**config.mk**
```make
export PLATFORM = sky130hd
export DESIGN_NAME = demux_1to4_4bits_reg
export DESIGN_NICKNAME = d
export VERILOG_FILES = /design/src/rtl/demux_1to4_4bits_reg.sv
export SDC_FILE = /design/constraint.sdc
export NUM_CORES = 1
export LEC_CHECK = 0
export ABC_AREA = 1
export CAP_MARGIN = 20
export CORE_ASPECT_RATIO = 1.1
export CORE_MARGIN = 4
export CORE_UTILIZATION = 40
export CTS_CLUSTER_DIAMETER = 150
export CTS_CLUSTER_SIZE = 24
export DETAILED_ROUTE_END_ITERATION = 8
export PLACE_DENSITY_LB_ADDON = 0.05
export SKIP_CTS_REPAIR_TIMING = 1
export SYNTH_ARGS = -nofsm -noshare
export SYNTH_HDL_FRONTEND = slang
export SYNTH_SLANG_ARGS = --single-unit
```
**constraint.sdc**
```tcl
create_clock -name clk -period 1.5 [get_ports clk]
set_input_delay 0.15 -clock clk [delete_from_list [all_inputs] [get_ports clk]]
set_output_delay 0.15 -clock clk [all_outputs]
set_load 0.005 [all_outputs]
```
**src/rtl/demux_1to4_4bits_reg.sv**
```systemverilog
// Registered 1-to-4 demultiplexer with per-channel valid/ready holding registers.
// One input stream is steered to a channel chosen by S or by a round-robin
// pointer. A full channel that is being drained in the same cycle can accept
// a new word, so a single channel sustains one word per cycle.
module demux_1to4_4bits_reg #(
    parameter int WIDTH = 4
) (
    input  logic             clk,
    input  logic             reset_n,
    input  logic             in_valid,
    output logic             in_ready,
    input  logic [1:0]       S,
    input  logic             rr_mode,
    input  logic [WIDTH-1:0] D,
    output logic [WIDTH-1:0] Y0,
    output logic [WIDTH-1:0] Y1,
    output logic [WIDTH-1:0] Y2,
    output logic [WIDTH-1:0] Y3,
    output logic [3:0]       Y_valid,
    input  logic [3:0]       Y_ready,
    output logic [1:0]       rr_ptr
);

    logic [3:0][WIDTH-1:0] y_q;
    logic [3:0][WIDTH-1:0] y_d;
    logic [3:0]            valid_q;
    logic [3:0]            valid_d;
    logic [1:0]            rr_ptr_q;
    logic [1:0]            rr_ptr_d;

    logic [1:0]            dest_s;
    logic [3:0]            free_s;
    logic                  in_ready_s;
    logic                  accept_s;

    // Destination select and handshake: a channel is free when empty or being drained now.
    always_comb begin
        dest_s     = 2'd0;
        free_s     = 4'b0000;
        in_ready_s = 1'b0;
        accept_s   = 1'b0;
        if (rr_mode) begin
            dest_s = rr_ptr_q;
        end else begin
            dest_s = S;
        end
        free_s     = ~valid_q | Y_ready;
        in_ready_s = free_s[dest_s];
        accept_s   = in_valid & in_ready_s;
    end

    // Next-state for channel registers: load the destination, clear delivered channels.
    always_comb begin
        y_d     = y_q;
        valid_d = valid_q;
        for (int k = 0; k < 4; k++) begin
            if (accept_s && (dest_s == 2'(k))) begin
                y_d[k]     = D;
                valid_d[k] = 1'b1;
            end else if (valid_q[k] && Y_ready[k]) begin
                valid_d[k] = 1'b0;
            end else begin
                valid_d[k] = valid_q[k];
            end
        end
    end

    // Next-state for the round-robin pointer: advance only on an accept in rr mode.
    always_comb begin
        rr_ptr_d = rr_ptr_q;
        if (accept_s && rr_mode) begin
            rr_ptr_d = rr_ptr_q + 2'd1;
        end else begin
            rr_ptr_d = rr_ptr_q;
        end
    end

    // State registers; reset discards all channel contents and rewinds the pointer.
    always_ff @(posedge clk or negedge reset_n) begin
        if (!reset_n) begin
            y_q      <= '0;
            valid_q  <= 4'b0000;
            rr_ptr_q <= 2'b00;
        end else begin
            y_q      <= y_d;
            valid_q  <= valid_d;
            rr_ptr_q <= rr_ptr_d;
        end
    end

    // Output mapping; all outputs except in_ready come straight from flops.
    always_comb begin
        Y0       = y_q[0];
        Y1       = y_q[1];
        Y2       = y_q[2];
        Y3       = y_q[3];
        Y_valid  = valid_q;
        rr_ptr   = rr_ptr_q;
        in_ready = in_ready_s;
    end

endmodule

```
==> reports/metrics.cfg, run 1 <==
[run_status]
run_status=completed

[setup_path]
crit_type=reg -> out
crit_required_ns=1.35
cp-start-kind=flip-flop
endpoint_kind=output port
crit_path_max_fanout=3
cp.arrival_ns=1.30

[power]
powerDensity_mw_per_mm2=1630
ir_drop_mv=1.10
p_leak_nw=0.822

[route]
wl_per_cell_um=12.0
drt_first_pass_iters=4
drc_errors=0
drtAntennaViolNets=0
routed_via_density=4.61
drt-total-wl_um=2410
via_count=926
drtIter0Drc=10

[yosys]
yosys_warnings=0
synthCells=115
synthesis.area_mm2=0.00103
synthAdderAreaFrac_pct=0
synth-compound-area-share_pct=6.66
syn_nets=129
ys_seq_area_share_pct=53.3
synth_xor_area_share_pct=0.847
synthMuxAreaShare_pct=0
synth_cell_types=15
yosys.area_share.simple_pct=33.4
syn_area_per_cell_um2=8.99
synth_seq_cells=22
synth_top_family_by_area=simple AND/OR/NAND/NOR gates

[clock_network]
tritoncts=done
path_clk_slew_ns=0.12
htreeDepth=1
cts_buffers=3
clk_latency_ns=0.31
cts_buffer_depth=2
clockRootBuffer=clkbuf_4
cts.sinks=22

[placed_design]
place_ws_ns=-0.379
dp_hpwl_um=1860
gp_routability_congestion=0.756
port_buffers=36
dp.cells=194

[die]
initial_core_util_pct=41.4
die_w_um=56.5
dieArea_mm2=0.00346
num_rows=19
coreArea_mm2=0.00250
ioPinCount=37
die_h_um=61.3

[timing]
clock_skew_ns=0.00174
hold_viol=0
timing.fmax_ghz=0.692
rsz0062_at_grt=yes
drv_slew=0
worst_slew_pin_slew_ns=0.343
worst_slack_ns=0.0545
post-route-period-util_pct=96.4
fin_setup_tns_ns=0
slew_headroom_pct=77.1
setup_viol=0
hold_ws_ns=0.163
period_needed_ns=1.45

[grt]
grt_pass1_wl_um=3750
overflow=0
grtUsageTotal_pct=14.4
grt_pass1_vias=875
grt_start_max_net_pins=23
antenna_found_initial=0

[final_layout]
fillers=230
finalNetCount=185
multiInputGateArea_um2=435
diodes=0
syn_to_final_growth_pct=57.1
final-seq-area_um2=551
drive_above_1_share_pct=22.4
instances_no_fill=201
utilization_pct=65.1

[flow_run]
max-cap-violations=0

[min_path]
hold_path_class=in -> async

==> worst max-delay path, stage by stage (launching register included) <==
cell and delay (ns):
dfrtp_1 0.40, inv_1 0.05, nand2_1 0.06, o21ai_2 0.11
inv_2 0.09, nand2_4 0.09, nand2_4 0.05, inv_2 0.04
buf_2 0.10
==> placed cells by master, fill, tap and decap left out <==
cell type / Yosys / routed
buf_2: 0 / 1
buf_4: 0 / 12
buf_6: 0 / 3
bufinv_16: 0 / 1
clkbuf_4: 0 / 3
clkdlybuf4s50_1: 0 / 32
dfrtp_1: 22 / 22
dlymetal6s2s_1: 0 / 3
inv_1: 15 / 13
inv_2: 1 / 3
nand2_1: 33 / 31
nand2_2: 4 / 6
nand2_4: 3 / 3
nand3_1: 12 / 12
nand4_1: 3 / 3
nand4_4: 2 / 2
nor2_1: 4 / 3
nor2_2: 1 / 1
nor2_4: 0 / 1
nor2_8: 1 / 1
o21ai_0: 12 / 12
o21ai_2: 1 / 1
xor2_1: 1 / 1
==> cells in the mapped netlist, drive strengths merged <==
library cell	instances	area [um2]
dfrtp	22	551
inv	16	60.1
nand2	40	183
nand3	12	60.1
nand4	5	61.3
nor2	6	41.3
o21ai	13	68.8
xor2	1	8.76
==> metrics by stage <==
stage               area (um2)  total power, mW
floorplan                 1030             1.42
global placement          1520             2.15
detailed placement        1520             2.18
CTS                       1580             2.65
global route              1620             2.85
finish                    1620             2.65
==> report_power, final <==
part / total (mW) / internal (mW) / switching [mW]
clock network: 0.455 / 0.270 / 0.185
registers: 0.979 / 0.847 / 0.132
logic: 1.21 / 0.730 / 0.483
total: 2.65 / 1.85 / 0.799
==> registers in the layout, summed over array words and instances, names as in the netlist <==
name	flops
Y_valid	4
Y2	4
Y3	4
rr_ptr	2
Y0	4
Y1	4
==> layout make-up <==
type | instances | share of cell area, %
flip-flops and latches | 22 | 33.9
repair buffers | 51 | 30.0
multi-input cells | 77 | 26.8
inverters | 16 | 3.70
well taps | 31 | 2.39
clock inverters | 1 | 1.85
clock buffers | 3 | 1.39
==> routing by layer <==
layer	routed length [um]	vias to the layer above	track usage [%]
met5	0	-	0
met4	61	0	8.14
met3	106	4	2.94
met2	1190	19	24.6
met1	1050	425	17.3
li1	-	478	-
==> path summary, 6_finish.rpt <==
check	slack [ns]	end	start	cells past startpoint
worst min register to register	0.49	Y0[0]	Y0[0]	2
worst max-delay path	0.05	in_ready	rr_ptr[1]	8
max in group asynchronous	1.11	Y2[0]	reset_n	2
worst max register to register	0.09	Y0[1]	rr_ptr[1]	9
min in group clk	0.31	rr_ptr[0]	rr_mode	4
worst min-delay path	0.16	Y_valid[3]	reset_n	2
==> cells by family after synthesis <==
group / Yosys count
AOI/OAI and AO/OA: 13
xor gates and xnor gates: 1
buffers and inverters: 16
DFF: 22
and+or+nand+nor: 63
No activity file was read; power rests on OpenSTA's default activity.
==> run 2, diff against run 1 <==
--- a/config.mk
+++ b/config.mk
@@ -6,12 +6,11 @@
 export NUM_CORES = 1
 export LEC_CHECK = 0
 export ABC_AREA = 1
-export CAP_MARGIN = 20
+export CAP_MARGIN = 10
 export CORE_ASPECT_RATIO = 1.1
 export CORE_MARGIN = 4
 export CORE_UTILIZATION = 40
 export CTS_CLUSTER_DIAMETER = 150
-export CTS_CLUSTER_SIZE = 24
 export DETAILED_ROUTE_END_ITERATION = 8
 export PLACE_DENSITY_LB_ADDON = 0.05
 export SKIP_CTS_REPAIR_TIMING = 1
==> results of run 2 <==
Final layout, timing and power as in run 1 (identical DEF).
